## config.mk

```make
export PLATFORM = sky130hd
export DESIGN_NAME = cpu_bus_sequencer
export DESIGN_NICKNAME = d
export VERILOG_FILES = /design/src/rtl/cpu_bus_sequencer.sv
export SDC_FILE = /design/constraint.sdc
export NUM_CORES = 1
export LEC_CHECK = 0
export CAP_MARGIN = 20
export CORE_UTILIZATION = 35
export DETAILED_ROUTE_END_ITERATION = 12
export PLACE_DENSITY = 0.76
export SYNTH_ARGS = -nofsm -noshare
export SYNTH_HDL_FRONTEND = slang
export SYNTH_SLANG_ARGS = --single-unit
```

## constraint.sdc

```tcl
create_clock -name clk -period 3.3 [get_ports clk]
set_input_delay 0.33 -clock clk [delete_from_list [all_inputs] [get_ports clk]]
set_output_delay 0.33 -clock clk [all_outputs]
set_load 0.02 [all_outputs]
```

## src/rtl/cpu_bus_sequencer.sv

```systemverilog
// cpu_bus_sequencer: T-cycle sequencer and memory bus interface for the CPU core.
//
// Keeps a free-running 2-bit T-cycle count (T0..T3) that paces the microcoded
// control unit. It captures the per-M-cycle memory request at the end of T0 and
// drives the external address/data bus and strobes. Read data is latched into
// mem_data_in at the end of T2, so it is stable through T3.
//
// Ports:
//   clk          CPU clock, one T-cycle per rising edge
//   reset        synchronous reset, active-low
//   mem_enable   memory access requested this M-cycle (sampled in T0)
//   mem_write    access is a write (sampled in T0)
//   mem_addr     access address (sampled in T0)
//   mem_wdata    write data (sampled in T0)
//   t_cycle      current T-cycle 0..3
//   mcycle_last  high in T3
//   mem_data_in  last captured read data
//   bus_addr     external bus address
//   bus_wdata    external bus write data
//   bus_rd       external read strobe, T1..T2 of a read
//   bus_wr       external write strobe, T2 of a write
//   bus_rdata    external read data
//   bus_stall    T2 extension request from the bus holder
//
// Configuration:
//   CPU_BUS_STALL_EN  when defined, bus_stall holds an active M-cycle in T2.
//                     When it is undefined, bus_stall is ignored and every
//                     M-cycle takes exactly 4 clocks.
module cpu_bus_sequencer (
    input  logic        clk,
    input  logic        reset,
    input  logic        mem_enable,
    input  logic        mem_write,
    input  logic [15:0] mem_addr,
    input  logic [7:0]  mem_wdata,
    output logic [1:0]  t_cycle,
    output logic        mcycle_last,
    output logic [7:0]  mem_data_in,
    output logic [15:0] bus_addr,
    output logic [7:0]  bus_wdata,
    output logic        bus_rd,
    output logic        bus_wr,
    input  logic [7:0]  bus_rdata,
    input  logic        bus_stall
);
    typedef enum logic [1:0] {T0, T1, T2, T3} t_e;

    t_e          t_q, t_d;
    logic        req_en_q, req_en_d;
    logic        req_wr_q, req_wr_d;
    logic [15:0] addr_q, addr_d;
    logic [7:0]  wdata_q, wdata_d;
    logic [7:0]  rdata_q, rdata_d;
    logic        rd_q, rd_d;
    logic        wr_q, wr_d;
    logic        last_q, last_d;
    logic        hold;
    logic        cap;

`ifdef CPU_BUS_STALL_EN
    assign hold = (t_q == T2) && req_en_q && bus_stall;
`else
    logic unused_stall;
    assign unused_stall = bus_stall;
    assign hold = 1'b0;
`endif

    always_comb begin
        cap      = (t_q == T0);
        t_d      = hold ? t_q : t_e'(t_q + 2'd1);
        req_en_d = cap ? mem_enable : req_en_q;
        req_wr_d = cap ? mem_write : req_wr_q;
        addr_d   = (cap && mem_enable) ? mem_addr : addr_q;
        wdata_d  = (cap && mem_enable) ? mem_wdata : wdata_q;
        rdata_d  = ((t_q == T2) && !hold && req_en_q && !req_wr_q) ? bus_rdata : rdata_q;
        // Strobes and mcycle_last are decoded from the next state, so they come straight from flops.
        rd_d     = req_en_d && !req_wr_d && ((t_d == T1) || (t_d == T2));
        wr_d     = req_en_d && req_wr_d && (t_d == T2);
        last_d   = (t_d == T3);
    end

    always_ff @(posedge clk) begin
        if (!reset) begin
            t_q      <= T0;
            req_en_q <= 1'b0;
            req_wr_q <= 1'b0;
            addr_q   <= 16'h0000;
            wdata_q  <= 8'h00;
            rdata_q  <= 8'h00;
            rd_q     <= 1'b0;
            wr_q     <= 1'b0;
            last_q   <= 1'b0;
        end else begin
            t_q      <= t_d;
            req_en_q <= req_en_d;
            req_wr_q <= req_wr_d;
            addr_q   <= addr_d;
            wdata_q  <= wdata_d;
            rdata_q  <= rdata_d;
            rd_q     <= rd_d;
            wr_q     <= wr_d;
            last_q   <= last_d;
        end
    end

    assign t_cycle     = t_q;
    assign mcycle_last = last_q;
    assign mem_data_in = rdata_q;
    assign bus_addr    = addr_q;
    assign bus_wdata   = wdata_q;
    assign bus_rd      = rd_q;
    assign bus_wr      = wr_q;
endmodule

```

==> results.md <==
* Final net count at between 200 and 300
* Arr. time, crit path at roughly 2.3 ns
* Dpl cells at roughly 280
* Kind of critical path: flop to flop
* Syn Inst Count at around 170
* Sequential share of power at between 50% and 60%
* Wire per inst at approximately 12 µm
* Failing checks: design-rule violations
* R2R Setup Slk at ~1.2 ns
* Clock transition at the registers of the reported paths at 0.07 ns
* Worst-Skew Late Latency at roughly 0.28 ns
* Die Width at ~71 µm
* CTS tree: done
* DRC viols at 14
* Critical R2R Launch: t_cycle[0]
* Post-route design area at around 2500 µm²
* Worst r2r dst: bus_wr
* Final Non-Filler Cells at 285
* Root Buffer: clkbuf_8
* Fin. max-slew vios at 0
* Rows at 24
* Postcts setup bufs at 0
* Hold Fails Final Rpt at 0
* Hold Path Class: flop to flop
* Switching Fraction at between 20% and 30%
* Final HPWL DP at between 2000 and 2500 µm
* Cell variety after synth at 20
* Layout area overhead at 49.1%
* Delay-heaviest family, CP: adder cells
* Via density at between 4 and 5
* Hold Crit Start: mem_data_in[4]
* Hold depth at 2
* DIE HEIGHT at between 70 and 80 µm
* Worst endpoint required time at between 3 and 4 ns
* Sw power at approximately 250 µW
* Initial Util at about 37%
* Slew HR at roughly half
* Total vias in the final route at roughly 1.4k
* Die ar. at 4990 µm²
* # diodes at 0
* Antenna viol nets, final at 0
* Slowest cell on the critical path: ha_1
* Number of global-route vias before repair at approximately 1.3k
* Tmin final at around 2.1 ns
* EDFF count, synth at 0
* Status: complete, but fails checks
* Sequential share of the synthesized area at a little under half
* Antenna violations before repair at 0
* Hold_buf cts at 0
* Port-buffer cells at between 70 and 80
* Global-route wire length before repair at around 5700 µm
* Worst Hold End: mem_data_in[4]
* Most common cell in the netlist: dfxtp_1
* Ys flop type: dfxtp_1
* Pleak at 0.000989 µW
* H-tree levels at 2
* CTS buffer count at 5
* Area after DPL at around 2400 µm²
* DRT Pass-1 Iters at 8
* Net count after synthesis at roughly 210
* Peak VDD IR at 286 µV
* Final Skew at 0.00371 ns
* Clk pwr share at between 20 and 30%
* DRT iter0 DRCs at 56
* Top cell type's share of synthesized area at 47.3%
* Synth top area cells: dfxtp_1 47%, o21a_1 11%, a21boi_0 10%, and3_1 9.1%, mux2i_1 6.1%
* CP endpoint kind: flop
* Stages on worst setup path at 5
* Max-Cap Viols at 0
* Worst-path cell chain: inv_1 -> ha_1 -> buf_4 -> mux2i_1 -> and4bb_2
* CP max stage delay at just over 0.6 ns
* CP bufs+invs at 2
* Core area at roughly 4400 µm²
* Setup TNS at 0 ns
* Commonest cells in the netlist: 39 x dfxtp_1, 24 x and3_1, 24 x o21a_1
* Tightest Pin Transition at between 0.7 and 0.8 ns
* Largest net degree at the start of global routing at 50
* Hold slack at roughly 0.46 ns
* Clock sinks at 39
* Syn. warnings at 0
* Max clock buf depth at 2
* Fraction of registers with async set/reset at 0%
* Setup-failing EPs final at 0
* Mapped Area at between 1500 and 2000 µm²
* Cell taking the most area after synthesis: dfxtp_1
* Post_cts resized at 0
* Share of cells above drive strength 1 at 3.86%
* F_max at 477 MHz
* Syn avg cell area at 9.82 µm²
* R2R cell count at 5
* Grt ovf at 0
* # fillers at between 400 and 500
* Crit start category: flop
* Placer Congestion at around 0.66
* IO Count at 74
* Power, Total at slightly above 1000 µW
* Final wirelength at around 3400 µm
* Period utilization at a little under two thirds
* Synthesis-stage register bit count at 39
* Cell Pwr Density at approximately 410 nW/µm²
* RSZ-0062 raised after global routing: no
* Comb pwr share at about a fifth
* GRT Total Usage at roughly 15%
* Critical path fanouts, max at 26
* Int Pwr at 755 µW
worst register-to-register path: stages (launching register included):
cell and delay, ns:
dfxtp_1 0.35, inv_1 0.11, ha_1 0.62, buf_4 0.36
mux2i_1 0.29, and4bb_2 0.25
per-stage QoR:
stage	util, %	setup slack [ns]
6_report	55.4	1.20
5_1_grt	55.4	0.973
4_1_cts	55.4	1.16
3_5_place_dp	53.7	1.15
3_3_place_gp	53.7	1.21
2_1_floorplan	-	1.73
power by group through the flow:
stage	logic [µW]	registers [µW]	clock network, µW
after detailed placement	216	519	0
after global routing	234	511	320
after global placement	214	518	0
final	214	508	287
after CTS	217	509	302
after floorplan	85.7	548	0
routing by layer:
layer / global-route usage [%] / wire [µm] / vias up
met5: 0 / 0 / -
met2: 25.2 / 1600 / 41
met1: 16.1 / 1510 / 622
met4: 5.33 / 44 / 0
met3: 5.84 / 237 / 6
li1: - / - / 709
how the worst max path moves through the flow:
stage                          start     end  slack (ns)
final                     t_cycle[0]  bus_wr        1.20
after detailed placement  t_cycle[0]  bus_wr        1.15
after global placement    t_cycle[0]  bus_wr        1.21
after CTS                 t_cycle[0]  bus_wr        1.16
after global routing      t_cycle[0]  bus_wr        0.97
after floorplan           t_cycle[0]  bus_wr        1.73
logic make-up after synthesis:
logic type	Yosys count	synth area share, %
adders and majority gates	4	3.03
DFF	39	47.3
AOI/OAI and AO/OA	48	21.8
and+or+nand+nor	48	16.5
xor gates and xnor gates	1	0.531
buffers and inverters	18	4.70
muxes	10	6.07
cell type report:
type                       count  area, µm²  area share [%]
multi-input combinational    111        792            32.2
clock buffer                   6       72.6            2.95
sequential                    39        781            31.7
tap                           52       65.1            2.64
timing repair buffer          75        743            30.2
inverter                       2       7.51           0.305
layout by cell type, fill, tap and decap left out, types with 2 or more instances in the layout:
cell type / Yosys / routed
a21boi_0: 23 / 23
and2_1: 2 / 2
and3_1: 24 / 24
buf_4: 1 / 3
clkbuf_8: 0 / 5
clkdlybuf4s50_1: 0 / 72
dfxtp_1: 39 / 39
ha_1: 4 / 4
inv_1: 2 / 2
mux2i_1: 10 / 10
nand2_1: 16 / 16
nor2b_1: 3 / 3
o21a_1: 24 / 24
flip-flops by register name, indices dropped and copies added (netlist names), 2 cells and up:
signal       cells
t_cycle          2
mem_data_in      8
bus_addr        16
bus_wdata        8
Note: power is estimated with default switching activity, not from simulation.
==> patch 1: new RTL, same flow settings <==
The option `CPU_BUS_STALL_EN` is turned on by a define.
--- a/src/rtl/cpu_bus_sequencer.sv
+++ b/src/rtl/cpu_bus_sequencer.sv
@@ -27,4 +27,6 @@
 //                     When it is undefined, bus_stall is ignored and every
 //                     M-cycle takes exactly 4 clocks.
+`define CPU_BUS_STALL_EN
+
 module cpu_bus_sequencer (
     input  logic        clk,
Function: changed (Yosys sat finds a counterexample within 4 cycles, from zero or initial values and one cycle with reset low).
==> patch 1 against the original RTL <==
  * Setup slack better by 0.32 ns
  * Hold slack worse by 0.0079 ns
  * Synthesized area is 9.8% lower
  * Design area is 6.5% lower
  * Power is 1.1% lower
  * Die area is 9.5% lower
  * Via count is 9.0% lower
  * Routed wire length is 4.1% lower
  * Core utilization is 1.8 points higher
  * Final cell count is 2.5% lower
  * Combinational power is 6% lower
  * Sequential share of layout area is 2.2 points higher
  * Sequential cell count stayed put
  * Critical path type unchanged
==> patch 1: results (changes against the original RTL) <==
Hold EP=bus_addr[1] (was mem_data_in[4]); initial antenna violation count=0 (unchanged); layout cells sized above 1=3.07% (was 3.86%); number of global-route vias before repair=1081 (was 1337); met2 Use GR=26.3% (was 25.2%); hpwl dp=2.33 mm (was 2.21 mm); Mean Syn Cell Area=9.48 um2 (was 9.82 um2); Final Routed Wirelength=3.25 mm (was 3.39 mm); Placed Instance Area=0.00223 mm2 (was 0.00239 mm2); I/O Buffers=73 (was 72); final hold slack=0.452 ns (was 0.460 ns); largest net degree at the start of global routing=25 (was 50); launch point of the worst hold path=bus_addr[1] (was mem_data_in[4]); Data arrival, critical path=1.98 ns (was 2.27 ns); top post-synthesis cells by area=dfxtp_1 (52%), nand2_1 (12%), a21boi_1 (10%) (was dfxtp_1 (47%), o21a_1 (11%), a21boi_0 (10%)); RR Endpoint=bus_wdata[0] (was bus_wr); wl on met1=1.41 mm (was 1.51 mm); sequential share of the synthesized area=52.4% (was 47.3%); DR pass1 iterations=4 (was 8); r2r setup slk=1.53 ns (was 1.20 ns); Leakage Power=0.837 nW (was 0.989 nW); Commonest cells post-synth=nand2_1 (49), dfxtp_1 (39), a21boi_1 (20), mux2i_1 (9), nor2b_1 (9) (was dfxtp_1 (39), and3_1 (24), o21a_1 (24), a21boi_0 (23), nand2_1 (16)); XOR/XNOR Fraction of Synth Area=0.588% (was 0.531%); Slew @ Worst Pin=0.839 ns (was 0.741 ns); first-pass GRT wire length=4.93 mm (was 5.71 mm); vias after detailed routing=1254 (was 1378); Worst-Skew Late Latency=0.28 ns (about the same); met3 wire length=187 um (was 237 um); met3 usage=5.91% (was 5.84%); status=completed (was finished with violations); wire length on met2=1.59 mm (was 1.60 mm); setup slack at placement=1.39 ns (was 1.15 ns); WHS Path Cells=2 (unchanged); adder-cell area share of the yosys netlist=2.52% (was 3.03%); Ant. Diodes=0 (unchanged); Layout Skew=0.00312 ns (was 0.00371 ns); Layout Nets=269 (was 275); gr usage total=15.4% (was 14.5%); fill count=396 (was 423); post-synthesis mux area share=6.05% (was 6.07%); gpl congestion=0.689 (was 0.660); VDD IR-drop max=280 uV (was 286 uV); Post-synth ARST share=0% (unchanged); Syn Nets=197 (was 209); routed wire length per instance=11.7 um (was 11.9 um); crit-path max FO=24 (was 26); Max Used Layer=met4 (unchanged); starting DRC count in detailed routing=37 (was 56); H-tree depth=2 (unchanged); area fraction in compound gates after synthesis=12.4% (was 21.8%); Hold Fails Final Rpt=0 (unchanged); switching share of power=25.0% (was 25.2%); post-route cell area=0.00230 mm2 (was 0.00246 mm2); M1 GR Usage=16.5% (was 16.1%)
[patch 1: cell types whose count changed in the layout (fill, tap and decap cells not counted), sizes merged, moves of 3 or more]
cell / change
nand2: +33
and3: -24
o21a: -24
nor2b: +6
and2: +3
[patch 1: cells by family after synthesis]
| family | after synthesis |
|---|---|
| simple gates | 67 |
| xor+xnor | 1 |
| mux | 9 |
| buf+inv | 13 |
| flops | 39 |
| compound gates | 25 |
| fa+ha+maj | 3 |
[patch 1: final cells by class]
| type | count | share of cell area, % |
|---|---|---|
| flip-flops and latches | 39 | 33.9 |
| repair buffers | 75 | 32.4 |
| multi-input cells | 105 | 27.3 |
| clock buffers | 6 | 3.15 |
| well taps | 50 | 2.72 |
| inverters | 3 | 0.489 |
[patch 1: power by group through the flow]
stage          Sequential (mW)  Combinational [mW]  Clock, mW
6_report                 0.511               0.201      0.285
3_5_place_dp             0.522               0.204          0
2_1_floorplan            0.552              0.0724          0
5_1_grt                  0.514               0.221      0.320
3_3_place_gp             0.521               0.202          0
4_1_cts                  0.511               0.204      0.300
[patch 1: critical path, stage by stage, from the launching register on]
cell and delay (ns):
dfxtp_1 0.31, inv_1 0.11, ha_1 0.26, and2_1 0.71, nand2_1 0.11, a21boi_0 0.19
[patch 1: worst max path at each step]
stage | start | end | slack (ns) | depth (start not counted)
finish | t_cycle[0] | bus_wdata[0] | 1.53 | 5
CTS | t_cycle[0] | bus_addr[15] | 1.46 | 5
detailed placement | mem_enable | bus_addr[15] | 1.39 | 4
floorplan | t_cycle[0] | bus_rd | 1.82 | 6
global placement | mem_enable | bus_wdata[1] | 1.46 | 4
global route | t_cycle[0] | bus_wdata[0] | 1.28 | 5
==> patch 2: new RTL, same flow settings <==
Without the edit above. Make the reset (`reset`) asynchronous in one clocked block. Comments in the files are not updated.
--- a/src/rtl/cpu_bus_sequencer.sv
+++ b/src/rtl/cpu_bus_sequencer.sv
@@ -80,5 +80,5 @@
     end
 
-    always_ff @(posedge clk) begin
+    always_ff @(posedge clk or negedge reset) begin
         if (!reset) begin
             t_q      <= T0;
Behaviour: differs if reset is asserted again (counterexample within 4 cycles, from zero or initial values and one cycle with reset low); with reset held inactive, the same outputs for 10 cycles.
==> patch 2 against the original RTL <==
  * Sequential cell count unchanged
  * Setup slack improved by 0.44 ns
  * Synthesized area decreased by 5.5%
  * Register-to-register slack improved by 0.45 ns
  * Power increased by 12%
  * First-iteration DRC count decreased by 7.1%
  * Hold slack got worse by 0.31 ns
  * Design area decreased by 2.4%
  * Global-route usage increased by 0.73 points
  * Routed wire length decreased by 1.9%
==> patch 2: results (changes against the original RTL) <==
status=completed (was finished with violations); Commonest cells post-synth=dfrtp_1 (39), mux2_4 (20), mux2_2 (14), ha_1 (4) (was dfxtp_1 (39), and3_1 (24), o21a_1 (24), a21boi_0 (23), nand2_1 (16)); number of global-route vias before repair=982 (was 1337); CP max stage cell=clkdlybuf4s50_1 (was ha_1); top post-synthesis cells by area=dfrtp_1 (63%), mux2_4 (19%), mux2_2 (10%) (was dfxtp_1 (47%), o21a_1 (11%), a21boi_0 (10%)); Max-slew headroom=43.0% (was 50.5%); worst reg-to-reg path cell count=4 (was 5); Data arrival, critical path=1.33 ns (was 2.27 ns); DR pass1 iterations=4 (was 8); gpl congestion=0.698 (was 0.660); layout cells sized above 1=27.0% (was 3.86%); Layout Nets=204 (was 275); largest net degree at the start of global routing=40 (was 50); crit-path max FO=4 (was 26); VDD IR-drop max=236 uV (was 286 uV); gr usage total=15.3% (was 14.5%); wl on met1=1.39 mm (was 1.51 mm); fill count=330 (was 423); r2r setup slk=1.65 ns (was 1.20 ns); detail-routed via count per cell=4.55 (was 4.84); routed wire length per instance=15.6 um (was 11.9 um); delay-heaviest family, CP=buffers and inverters (was adder cells); starting DRC count in detailed routing=52 (was 56); first-pass GRT wire length=4.90 mm (was 5.71 mm); critical path launch point type=register (unchanged); wire length on met2=1.53 mm (was 1.60 mm); R2R Path Start=t_cycle[0] (unchanged); Pwr Density=471 mW/mm2 (was 410 mW/mm2); Unique masters post-synth=11 (was 20); hpwl dp=2.40 mm (was 2.21 mm); Placed Instance Area=0.00231 mm2 (was 0.00239 mm2); met3 wire length=286 um (was 237 um); clock tree root driver cell=clkbuf_8 (unchanged); Syn Nets=127 (was 209); RR Endpoint=bus_wdata[1] (was bus_wr); sequential share of the synthesized area=62.6% (was 47.3%); Layout Skew=0.00434 ns (was 0.00371 ns); Critical Path End=t_cycle[0] (was bus_wr)
patch 2: cell count changes after synthesis, sizes merged, moves of 15 or more:
cell,unedited run,this run
nand2,16,1
a21boi,24,0
o21a,24,0
dfrtp,0,39
dfxtp,39,0
and3,24,1
mux2,0,34
patch 2: worst min-delay path by stage:
stage / startpoint / to
floorplan: reset / bus_addr[0]
detailed placement: reset / bus_addr[10]
finish: reset / bus_addr[10]
global route: reset / bus_addr[10]
global placement: reset / bus_addr[10]
CTS: reset / bus_wdata[4]
patch 2: where the power goes:
part           internal (mW)  switching [mW]  leakage (nW)
clock network          0.164           0.159        0.0470
registers              0.524          0.0240         0.462
logic                  0.156           0.105         0.603
total                  0.843           0.288          1.11
patch 2: kinds of logic (layout without fill, tap and decap cells):
family	after synthesis	after routing	synth area share [%]
DFF	39	39	62.6
and+or+nand+nor	4	4	2.33
muxes	34	34	29.4
adders and majority gates	4	4	3.21
buffers and inverters	4	81	1.93
xor gates and xnor gates	1	1	0.562
patch 2: cell type report:
class,instances,share of cell area [%]
flip-flops and latches,39,40.6
repair buffers,72,29.8
multi-input cells,43,23.0
clock buffers,6,3.44
well taps,50,2.60
inverters,2,0.313
clock inverters,1,0.208
patch 2: per-stage QoR:
stage | setup WS (ns) | cells | hold WS, ns
after detailed placement | 1.62 | 206 | 0.491
after global routing | 1.54 | 213 | 0.213
after CTS | 1.63 | 213 | 0.172
final | 1.64 | 213 | 0.145
after global placement | 1.64 | 206 | 0.466
after floorplan | 1.73 | 86 | 0.0344
patch 2: layer usage:
| metal | global-route usage (%) | up-vias |
|---|---|---|
| li1 | - | 451 |
| met2 | 23.8 | 50 |
| met5 | 0 | - |
| met4 | 11.5 | 0 |
| met3 | 3.78 | 10 |
| met1 | 18.1 | 459 |
